[src/rtl/cam_alloc_ctrl_pkg.sv]
// Shared constants, state encoding and helpers for the tag CAM allocation controller.
package cam_alloc_ctrl_pkg;

    localparam int CAM_DEPTH   = 16;
    localparam int CAM_INDEX   = 4;
    localparam int CAM_WIDTH   = 8;
    localparam int ALLOC_PORTS = 4;

    localparam logic [CAM_WIDTH-1:0] SCRUB_TAG = '0;

    // One scrub cycle rewrites ALLOC_PORTS consecutive entries.
    localparam int SCRUB_CYCLES = CAM_DEPTH / ALLOC_PORTS;
    localparam int SCRUB_CNT_W  = CAM_INDEX - 2;

    typedef enum logic {
        SCRUB = 1'b0,
        RUN   = 1'b1
    } state_t;

    // Number of set bits in a CAM-wide mask.
    function automatic logic [CAM_INDEX:0] popcount(input logic [CAM_DEPTH-1:0] v);
        logic [CAM_INDEX:0] c;
        c = '0;
        for (int i = 0; i < CAM_DEPTH; i++) begin
            c = c + {{CAM_INDEX{1'b0}}, v[i]};
        end
        return c;
    endfunction

endpackage

[src/rtl/cam_alloc_ctrl_free_pick4.sv]
// Combinational picker: hands the k-th lowest free entry to the k-th requesting port.
module free_pick4
    import cam_alloc_ctrl_pkg::*;
#(
    parameter int DEPTH = CAM_DEPTH,
    parameter int INDEX = CAM_INDEX
) (
    input  logic [DEPTH-1:0]             free_mask,
    input  logic [ALLOC_PORTS-1:0]       req,
    output logic [ALLOC_PORTS-1:0]       gnt,
    output logic [ALLOC_PORTS*INDEX-1:0] addr
);

    logic [DEPTH-1:0] avail;
    logic             found;

    // Cascaded find-first-set; each grant removes its entry before the next port looks.
    always_comb begin
        avail = free_mask;
        gnt   = '0;
        addr  = '0;
        found = 1'b0;
        for (int k = 0; k < ALLOC_PORTS; k++) begin
            found = 1'b0;
            if (req[k]) begin
                for (int i = 0; i < DEPTH; i++) begin
                    if (!found && avail[i]) begin
                        found                  = 1'b1;
                        addr[k*INDEX +: INDEX] = INDEX'(i);
                        avail[i]               = 1'b0;
                    end
                end
            end
            gnt[k] = found;
        end
    end

endmodule

[src/rtl/cam_alloc_ctrl.sv]
// Allocation and write-port scheduler for a 16-entry, 4-write-port tag CAM.
module cam_alloc_ctrl
    import cam_alloc_ctrl_pkg::*;
(
    input  logic                 clk,
    input  logic                 reset,
    input  logic                 allocReq0_i,
    input  logic                 allocReq1_i,
    input  logic                 allocReq2_i,
    input  logic                 allocReq3_i,
    input  logic [CAM_WIDTH-1:0] allocTag0_i,
    input  logic [CAM_WIDTH-1:0] allocTag1_i,
    input  logic [CAM_WIDTH-1:0] allocTag2_i,
    input  logic [CAM_WIDTH-1:0] allocTag3_i,
    input  logic [CAM_DEPTH-1:0] release_i,
    input  logic                 flush_i,
    output logic                 allocGnt0_o,
    output logic                 allocGnt1_o,
    output logic                 allocGnt2_o,
    output logic                 allocGnt3_o,
    output logic [CAM_INDEX-1:0] allocAddr0_o,
    output logic [CAM_INDEX-1:0] allocAddr1_o,
    output logic [CAM_INDEX-1:0] allocAddr2_o,
    output logic [CAM_INDEX-1:0] allocAddr3_o,
    output logic                 we0_o,
    output logic                 we1_o,
    output logic                 we2_o,
    output logic                 we3_o,
    output logic [CAM_INDEX-1:0] addr0wr_o,
    output logic [CAM_INDEX-1:0] addr1wr_o,
    output logic [CAM_INDEX-1:0] addr2wr_o,
    output logic [CAM_INDEX-1:0] addr3wr_o,
    output logic [CAM_WIDTH-1:0] tag0wr_o,
    output logic [CAM_WIDTH-1:0] tag1wr_o,
    output logic [CAM_WIDTH-1:0] tag2wr_o,
    output logic [CAM_WIDTH-1:0] tag3wr_o,
    output logic [CAM_DEPTH-1:0] valid_o,
    output logic [CAM_INDEX:0]   freeCnt_o,
    output logic                 full_o,
    output logic                 busy_o
);

    localparam logic [SCRUB_CNT_W-1:0] SCRUB_LAST = SCRUB_CNT_W'(SCRUB_CYCLES - 1);
    localparam logic [CAM_INDEX:0]     FREE_ALL   = (CAM_INDEX+1)'(CAM_DEPTH);

    state_t                           state, state_next;
    logic [SCRUB_CNT_W-1:0]           scrub_cnt, scrub_cnt_next;
    logic [CAM_DEPTH-1:0]             valid_q, valid_next;
    logic [CAM_INDEX:0]               free_cnt, free_cnt_next;
    logic                             alloc_en;
    logic [ALLOC_PORTS-1:0]           req_vec, gnt;
    logic [ALLOC_PORTS*CAM_INDEX-1:0] pick_addr;
    logic [ALLOC_PORTS*CAM_WIDTH-1:0] tag_vec;
    logic [CAM_DEPTH-1:0]             alloc_set, release_eff;
    logic [ALLOC_PORTS-1:0]           we_vec;
    logic [ALLOC_PORTS*CAM_INDEX-1:0] wr_addr;
    logic [ALLOC_PORTS*CAM_WIDTH-1:0] wr_tag;

    // Flush wins over allocation, and nothing is granted while scrubbing.
    assign alloc_en    = (state == RUN) && !flush_i;
    assign req_vec     = {allocReq3_i, allocReq2_i, allocReq1_i, allocReq0_i} & {ALLOC_PORTS{alloc_en}};
    assign tag_vec     = {allocTag3_i, allocTag2_i, allocTag1_i, allocTag0_i};
    assign release_eff = release_i & valid_q;

    free_pick4 #(
        .DEPTH (CAM_DEPTH),
        .INDEX (CAM_INDEX)
    ) u_pick (
        .free_mask (~valid_q),
        .req       (req_vec),
        .gnt       (gnt),
        .addr      (pick_addr)
    );

    // Decode the granted addresses into a bitmap of entries becoming valid.
    always_comb begin
        alloc_set = '0;
        for (int k = 0; k < ALLOC_PORTS; k++) begin
            if (gnt[k]) begin
                alloc_set[pick_addr[k*CAM_INDEX +: CAM_INDEX]] = 1'b1;
            end
        end
    end

    // State, scrub position, valid bitmap and free count.
    always_ff @(posedge clk or negedge reset) begin
        if (!reset) begin
            state     <= SCRUB;
            scrub_cnt <= '0;
            valid_q   <= '0;
            free_cnt  <= FREE_ALL;
        end else begin
            state     <= state_next;
            scrub_cnt <= scrub_cnt_next;
            valid_q   <= valid_next;
            free_cnt  <= free_cnt_next;
        end
    end

    // Next-state: walk the scrub, then allocate/release until a flush restarts it.
    always_comb begin
        state_next     = state;
        scrub_cnt_next = scrub_cnt;
        valid_next     = valid_q;
        free_cnt_next  = free_cnt;
        case (state)
            SCRUB: begin
                if (scrub_cnt == SCRUB_LAST) begin
                    state_next     = RUN;
                    scrub_cnt_next = '0;
                end else begin
                    scrub_cnt_next = scrub_cnt + 1'b1;
                end
            end
            RUN: begin
                if (flush_i) begin
                    state_next     = SCRUB;
                    scrub_cnt_next = '0;
                    valid_next     = '0;
                    free_cnt_next  = FREE_ALL;
                end else begin
                    valid_next    = (valid_q & ~release_eff) | alloc_set;
                    free_cnt_next = free_cnt
                                  - popcount({{(CAM_DEPTH-ALLOC_PORTS){1'b0}}, gnt})
                                  + popcount(release_eff);
                end
            end
            default: begin
                state_next = SCRUB;
            end
        endcase
    end

    // CAM write ports: scrub sweeps four entries per cycle, RUN mirrors the grants.
    always_comb begin
        we_vec  = '0;
        wr_addr = '0;
        wr_tag  = '0;
        if (reset) begin
            case (state)
                SCRUB: begin
                    for (int k = 0; k < ALLOC_PORTS; k++) begin
                        we_vec[k]                          = 1'b1;
                        wr_addr[k*CAM_INDEX +: CAM_INDEX]  = {scrub_cnt, 2'(k)};
                        wr_tag[k*CAM_WIDTH +: CAM_WIDTH]   = SCRUB_TAG;
                    end
                end
                RUN: begin
                    for (int k = 0; k < ALLOC_PORTS; k++) begin
                        if (gnt[k]) begin
                            we_vec[k]                         = 1'b1;
                            wr_addr[k*CAM_INDEX +: CAM_INDEX] = pick_addr[k*CAM_INDEX +: CAM_INDEX];
                            wr_tag[k*CAM_WIDTH +: CAM_WIDTH]  = tag_vec[k*CAM_WIDTH +: CAM_WIDTH];
                        end
                    end
                end
                default: begin
                    we_vec = '0;
                end
            endcase
        end
    end

    assign {allocGnt3_o, allocGnt2_o, allocGnt1_o, allocGnt0_o}     = gnt;
    assign {allocAddr3_o, allocAddr2_o, allocAddr1_o, allocAddr0_o} = pick_addr;
    assign {we3_o, we2_o, we1_o, we0_o}                             = we_vec;
    assign {addr3wr_o, addr2wr_o, addr1wr_o, addr0wr_o}             = wr_addr;
    assign {tag3wr_o, tag2wr_o, tag1wr_o, tag0wr_o}                 = wr_tag;
    assign valid_o   = valid_q;
    assign freeCnt_o = free_cnt;
    assign full_o    = (free_cnt == '0);
    assign busy_o    = (state == SCRUB);

endmodule

[config.mk]
export PLATFORM = sky130hd
export DESIGN_NAME = cam_alloc_ctrl
export DESIGN_NICKNAME = d
export VERILOG_FILES = /design/src/rtl/cam_alloc_ctrl_pkg.sv /design/src/rtl/cam_alloc_ctrl_free_pick4.sv /design/src/rtl/cam_alloc_ctrl.sv
export SDC_FILE = /design/constraint.sdc
export NUM_CORES = 1
export LEC_CHECK = 0
export ABC_AREA = 1
export CORE_ASPECT_RATIO = 1.2
export CORE_UTILIZATION = 35
export DETAILED_ROUTE_END_ITERATION = 8
export PLACE_DENSITY_LB_ADDON = 0.25
export REMOVE_ABC_BUFFERS = 1
export SKIP_LAST_GASP = 1
export SLEW_MARGIN = 25
export SYNTH_ARGS = -nofsm -noshare
export SYNTH_HDL_FRONTEND = slang
export SYNTH_SLANG_ARGS = --single-unit
[constraint.sdc]
create_clock -name clk -period 6.1 [get_ports clk]
set_clock_uncertainty 0.05 [all_clocks]
set_input_delay 1.22 -clock clk [delete_from_list [all_inputs] [get_ports clk]]
set_output_delay 1.22 -clock clk [all_outputs]
set_load 0.03 [all_outputs]
Word level (Yosys, flattened, before mapping)
Index checks and enable logic that the tools add are counted.
{ "totals": {"elab_cells": 450, "inputBits": 55, "reg_bits": 24} }
{ "op_classes": {"addsub": 21, "magnitude_cmp": 8, "n_eq_ne": 2, "n_mux": 278, "bitwise_logic": 10, "n_reduce_logical": 127} }
{ "ops": {"columns": ["operator", "count"], "rows": [
  ["$mux W1", 187],
  ["$mux W4", 41],
  ["$mux W16", 9],
  ["$logic_and A1 B1 Y1", 65],
  ["$or A16 B16 Y16", 4],
  ["$pmux W32 S2", 1],
  ["$logic_not A1 Y1", 61],
  ["$add A5 B1 Y5", 11],
  ["$mux W3", 16],
  ["$and A16 B16 Y16", 2],
  ["$mux W32", 1],
  ["$mux W8", 4],
  ["$not A16 Y16", 2],
  ["$pmux W16 S2", 1],
  ["$lt A4 B5 Y1 const B", 4],
  ["$mux W2", 10],
  ["$demux W1 S4", 4],
  ["$ge A4 B1 Y1 const B", 4],
  ["$add A3 B1 Y4", 2],
  ["$pmux W4 S2", 1],
  ["$add A2 B1 Y3", 2],
  ["$add A4 B1 Y5", 1],
  ["$add A5 B5 Y5", 1],
  ["$logic_not A5 Y1", 1],
  ["10 further kinds", 11]
]} }

Logic depth before layout (Yosys ltp)
{ "depth": {"word_depth": 258, "depth_mapped": 36, "depth_no_buf": 36} }

By module
A second synthesis with hierarchy kept.
{ "unflattened": {"cells_unflattened": 833, "area_unflattened_um2": 4629.4} }
{ "modules_own_cells": {"columns": ["mod", "instances", "area_each_um2", "cells_each", "seq_area_each_um2"], "rows": [
  ["cam_alloc_ctrl", 1, 2979.1, 510, 601.8],
  ["free_pick4", 1, 1650.3, 323, 0.0]
]} }

Worst setup path after synthesis
No wires, ideal clock.
{ "synth_path": {"path_type": "input to register", "from": "in flush_i", "to": "reg free_cnt[4] (netlist: freeCnt_o[4])", "t_arrival_ns": 6.960, "n_path_buf": 0, "setup_ns": 0.078, "cell_stages": 32, "slack_ns": -0.988, "path_cell_list": "inv_2 > nand3_4 > inv_2 > a21oi_1 > inv_1 > nand4_4 > nor2_8 > nand4_4 > nor2_4 > nand4_1 > inv_1 > a21oi_1 > inv_1 > fa_1 > inv_1 > fa_1 > fa_1 > fa_1 > fa_1 > fa_1 > inv_1 > fa_1 > nand2_1 > inv_1 > nor2_1 > nor2_1 > nor2_1 > inv_1 > a21oi_1 > o21ai_0 > o21ai_0 > inv_1"} }
{ "synth_between": {"word_cells_on_any_way": 229, "cone_classes": "add/sub: 5; mux: 131; bitwise: 1; reduce/logical: 92"} }
{ "synth_rtl": {"columns": ["element", "line_no", "source"], "rows": [
  ["start, declared", "cam_alloc_ctrl.sv:16", "input logic flush_i,"],
  ["$logic_not A1 Y1 (*)", "cam_alloc_ctrl.sv:60", "assign alloc_en = (state == RUN) && !flush_i;"],
  ["$logic_and A1 B1 Y1 (*)", "cam_alloc_ctrl.sv:60", null],
  ["$and A4 B4 Y4 (*)", "cam_alloc_ctrl.sv:61", "assign req_vec = {allocReq3_i, allocReq2_i, allocReq1_i, allocReq0_i} & {ALLOC_PORTS{alloc_en}};"],
  ["$mux W16", "cam_alloc_ctrl_free_pick4.sv:25", "if (req[k]) begin"],
  ["$mux W1", "cam_alloc_ctrl_free_pick4.sv:27", "if (!found && avail[i]) begin"],
  ["$mux W1", "cam_alloc_ctrl_free_pick4.sv:25", null],
  ["$logic_not A1 Y1", "cam_alloc_ctrl_free_pick4.sv:27", null],
  ["$logic_and A1 B1 Y1", "cam_alloc_ctrl_free_pick4.sv:27", null],
  ["(+57 left out)", null, null],
  ["$mux W1 (*)", "cam_alloc_ctrl_free_pick4.sv:25", null],
  ["via allocGnt1_o", "cam_alloc_ctrl.sv:18", "output logic allocGnt1_o,"],
  ["$add A1 B1 Y2 (*)", "cam_alloc_ctrl_pkg.sv:25", "c = c + {{CAM_INDEX{1'b0}}, v[i]};"],
  ["$add A2 B1 Y3 (*)", "cam_alloc_ctrl_pkg.sv:25", null],
  ["$add A3 B1 Y4 (*)", "cam_alloc_ctrl_pkg.sv:25", null],
  ["$sub A5 B4 Y5 (*)", "cam_alloc_ctrl.sv:124", "- popcount({{(CAM_DEPTH-ALLOC_PORTS){1'b0}}, gnt})"],
  ["$add A5 B5 Y5 (*)", "cam_alloc_ctrl.sv:125", "+ popcount(release_eff);"],
  ["$mux W5 (*)", "cam_alloc_ctrl.sv:116", "if (flush_i) begin"],
  ["end signal, assigned", "cam_alloc_ctrl.sv:96", "free_cnt <= free_cnt_next;"],
  ["end, declared", "cam_alloc_ctrl.sv:49", "logic [CAM_INDEX:0] free_cnt, free_cnt_next;"]
]} }
Mark *: on every way through the listed nets, which the timed path passes. The rest lies on a longest branch. The select of a mux whose other input is x is not followed.
A chain may end at the register's enable or synchronous reset.

Worst setup path after layout
{ "layout_path": {"from": "in flush_i", "to": "out addr3wr_o[2]"} }
{ "layout_between": {"elab_chain_len": 75, "word_cells_on_any_way": 234, "cone_classes": "mux: 141; bitwise: 1; reduce/logical: 92"} }
{ "layout_lines": {"columns": ["element", "line_no", "source"], "rows": [
  ["$logic_not A1 Y1 (*)", "cam_alloc_ctrl.sv:60", null],
  ["$logic_and A1 B1 Y1 (*)", "cam_alloc_ctrl.sv:60", null],
  ["$and A4 B4 Y4 (*)", "cam_alloc_ctrl.sv:61", null],
  ["$mux W16", "cam_alloc_ctrl_free_pick4.sv:25", null],
  ["$mux W1", "cam_alloc_ctrl_free_pick4.sv:27", null],
  ["$mux W1", "cam_alloc_ctrl_free_pick4.sv:25", null],
  ["$logic_not A1 Y1", "cam_alloc_ctrl_free_pick4.sv:27", null],
  ["$logic_and A1 B1 Y1", "cam_alloc_ctrl_free_pick4.sv:27", null],
  ["(+59 left out)", null, null],
  ["$mux W1 (on tied branches)", "cam_alloc_ctrl_free_pick4.sv:27, cam_alloc_ctrl_free_pick4.sv:25", null],
  ["$mux W16 / $logic_not A1 Y1 (equally long branches)", "cam_alloc_ctrl_free_pick4.sv:25, cam_alloc_ctrl_free_pick4.sv:27", null],
  ["$logic_and A1 B1 Y1", "cam_alloc_ctrl_free_pick4.sv:27", null],
  ["$mux W4 / $mux W1 (equally long branches)", "cam_alloc_ctrl_free_pick4.sv:27", null],
  ["$mux W4 / $mux W1 (equally long branches)", "cam_alloc_ctrl_free_pick4.sv:25", null],
  ["$mux W4 (*)", "cam_alloc_ctrl.sv:150", "if (gnt[k]) begin"],
  ["$pmux W16 S2 (*)", "cam_alloc_ctrl.sv:140", "case (state)"],
  ["$mux W16 (*)", "cam_alloc_ctrl.sv:139", "if (reset) begin"],
  ["end, declared", "cam_alloc_ctrl.sv:32", "output logic [CAM_INDEX-1:0] addr3wr_o,"]
]} }
Every way passes the cells marked *; elsewhere a longest branch is shown, timed or not. The select of a mux whose other input is x is not followed.

==> results.yml <==
setup_path:
  arrival_ns: 5.45
  start_kind: "input pin"
  cp_common_cell: "buf_4"
  path_max_fanout: 6
  critPathMaxStageDelay_ns: 0.23
  critical_path.top_delay_family: "buffers and inverters"
  cp_slowest_cell: "a211oi_1"
  cp-end-kind: "primary output"
  path_buf_inv: 19
  crit_required_ns: 4.83
  worstSetupPathType: "in2out"
global_routing:
  grt_pass1_vias: 6029
  antenna_found_initial: 0
  grt_pass1_wl_mm: 30.6
  track_usage_pct: 29.0
  grt_overflow: 0
  grt_max_degree: 27
route:
  drtIter0Drc: 498
  routed_wl_mm: 20.7
  ant_nets: 0
  wire_per_inst_um: 16.3
  route.detailed.drc: 0
  vias: 6473
  via_per_inst: 5.08
  dr.pass1.iters: 6
sta:
  hold_viol_final: 0
  timing.final.max_slew_violations: 0
  fin_crit_sh_pct: 110
  fmax_mhz: 149
  max_slew_margin_pct: 48.2
  layout_setup_ws_ns: -0.615
  rsz0062_at_grt: "true"
  period_minus_slack_ns: 6.72
  setup_violations: 26
  tightestPinTransition_ns: 0.776
power:
  leakage_nw: 4.07
  powerDensity_mw_per_mm2: 176
  worst_ir_drop_vdd_mv: 0.236
  fin_total_pwr_mw: 1.38
yosys:
  yosysSeqAreaShare_pct: 13.1
  async_flop_share_pct: 100
  synthSimpleGateAreaFrac_pct: 47.2
  synth_fa_ha_area_share_pct: 9.40
  synth.cell_area_mm2: 0.00460
  synth_top_family_by_area: "simple AND/OR/NAND/NOR gates"
  ys_warn_count: 0
  synth_xor_area_share_pct: 0.571
  syn_inst: 800
  synth_edf_count: 0
  synth_top_area_share_pct: 16.5
  ys_types: 48
  postSynthAreaPerCell_um2: 5.75
  synth_ff_type: "dfrtp_1"
  synth_top_cell_by_area: "nand2_1"
  ys_ff_latch: 24
  synth_compound_area_share_pct: 15.9
  synth_area_leaders: "nand2_1 (16%), dfrtp_1 (13%), inv_1 (11%)"
  synthMuxAreaShare_pct: 0
finish:
  finish.utilization_pct: 61.4
  fin_area_mm2: 0.00781
  drive_above_1_share_pct: 29.5
  antenna_cells: 0
  area_growth_pct: 69.7
  final_nets: 1191
die:
  die-area_mm2: 0.0136
  floorplan.rows: 45
  die_height_um: 128
  core-area_mm2: 0.0127
  dieWidth_um: 107
  io_pins: 150
  initial_core_util_pct: 36.2
job:
  drv_cap: 0
clocking:
  cts_tree: "yes"
  htree_num_levels: 1
  cts_num_sinks: 24
  ctsHoldBuffers: 0
  path_clk_slew_ns: 0.06
  clkLatencyLatePin_ns: 0.27
  cts_buffers: 3
  cts_root_buffer: "clkbuf_16"
  clockBufferDepth: 2
placement:
  portBuffers: 149
  hpwl_mm: 15.7
  place_congestion: 0.965
  placed_area_mm2: 0.00695
outcome:
  violations: "negative setup slack"
  status: "complete, but fails checks"
worst_hold_path:
  min_path_type: "reg2reg"
-- repair_timing --
action | in CTS | in global routing
endpoints found under the setup margin | 14 | 29
buffers inserted | 50 | 21
gates resized for setup | 82 | 65
pin swaps | 18 | 26
gates cloned | 0 | 1
endpoints found under the hold margin | 0 | 0
-- through the flow --
stage               TNS [ns]  setup WS [ns]  std cells  hold WS (ns)
finish                 -8.36         -0.615       1274         0.470
detailed placement     -6.55          -1.51       1200         0.463
CTS                    -3.33         -0.598       1254         0.470
floorplan              -5.81          -1.45        786         0.426
global placement       -5.80          -1.36       1200         0.443
global route          -13.18         -0.954       1274         0.477
-- synth_stat cells, types with 2 or more instances --
| master | instances |
|---|---|
| nand2_1 | 202 |
| inv_1 | 138 |
| nor2_1 | 134 |
| nand3_1 | 51 |
| o21ai_0 | 31 |
| a21oi_1 | 28 |
| dfrtp_1 | 23 |
| fa_1 | 16 |
| nand4_1 | 16 |
| o21ai_1 | 16 |
| inv_2 | 13 |
| nand2_2 | 12 |
| a211oi_1 | 10 |
| nor3_1 | 10 |
| ha_1 | 9 |
| nor2_4 | 9 |
| nand3_2 | 8 |
| nor2_2 | 8 |
| clkbuf_1 | 7 |
| buf_2 | 5 |
| o21bai_1 | 5 |
| nand2_4 | 4 |
| o21a_1 | 4 |
| o22ai_1 | 4 |
| a21oi_2 | 3 |
| nand4_4 | 3 |
| o211ai_1 | 3 |
| buf_6 | 2 |
| nor3_2 | 2 |
| o21ai_2 | 2 |
| o21ai_4 | 2 |
| o221ai_1 | 2 |
| or2_2 | 2 |
| xnor2_1 | 2 |
-- metal layers --
layer	GRT usage [%]	routed length [um]	up-vias
li1	-	-	3161
met3	2.19	1110	74
met5	0	0	-
met2	49.1	10100	270
met4	15.5	1110	0
met1	36.5	8430	2968
-- registers in the layout, summed over array words and instances, names as in the netlist --
register   cells
state          1
valid_o       16
freeCnt_o      5
scrub_cnt      2
-- layout make-up --
| class | instances | area (um2) |
|---|---|---|
| multi-input combinational | 611 | 3590 |
| fill | 1235 | 4910 |
| clock buffer | 4 | 78.8 |
| sequential | 24 | 602 |
| inverter | 151 | 574 |
| tap | 164 | 205 |
| timing repair buffer | 320 | 2770 |
-- where the power goes --
part / total, mW / leakage, nW / switching [mW] / internal (mW)
Clock: 0.152 / 0.0382 / 0.0626 / 0.0897
Sequential: 0.219 / 0.323 / 0.0310 / 0.188
Combinational: 1.01 / 3.71 / 0.589 / 0.417
Total: 1.38 / 4.07 / 0.682 / 0.695
-- cells in the final DEF, fill, tap and decap left out, drive strengths merged --
master,count
a21oi,31
nand3,60
o21bai,6
nand4,20
a22o,1
xor2,1
o21a,4
o2bb2ai,1
nor3,12
ha,9
a211oi,10
o221ai,2
xnor2,2
o211ai,3
or2,2
clkdlybuf4s50,112
buf,206
o41ai,1
a221oi,1
inv,151
fa,16
dfstp,1
dfrtp,23
a22oi,1
o32ai,1
o22ai,4
nor4,1
nor2,152
clkbuf,5
o21ai,51
dlygate4sd2,1
nand2,218
a41oi,1
-- worst paths after layout --
check	startpoint	end	slack (ns)	cells after the start
max	flush_i	addr3wr_o[2]	-0.62	36
min	scrub_cnt[0]$_DFFE_PN0P_	scrub_cnt[0]$_DFFE_PN0P_	0.47	1
max reg2reg	valid_o[0]$_DFFE_PN0P_	freeCnt_o[4]$_DFFE_PN1P_	-0.12	33
min reg2reg	scrub_cnt[0]$_DFFE_PN0P_	scrub_cnt[0]$_DFFE_PN0P_	0.47	1
max in group asynchronous	reset	freeCnt_o[4]$_DFFE_PN1P_	4.42	2
min in group asynchronous	reset	freeCnt_o[3]$_DFFE_PN0P_	1.28	2
-- kinds of logic after synthesis --
group / after synthesis
compound gates: 118
xor+xnor: 3
fa+ha+maj: 25
buf+inv: 165
flops: 24
simple gates: 465
No activity file was read; power rests on OpenSTA's default activity.
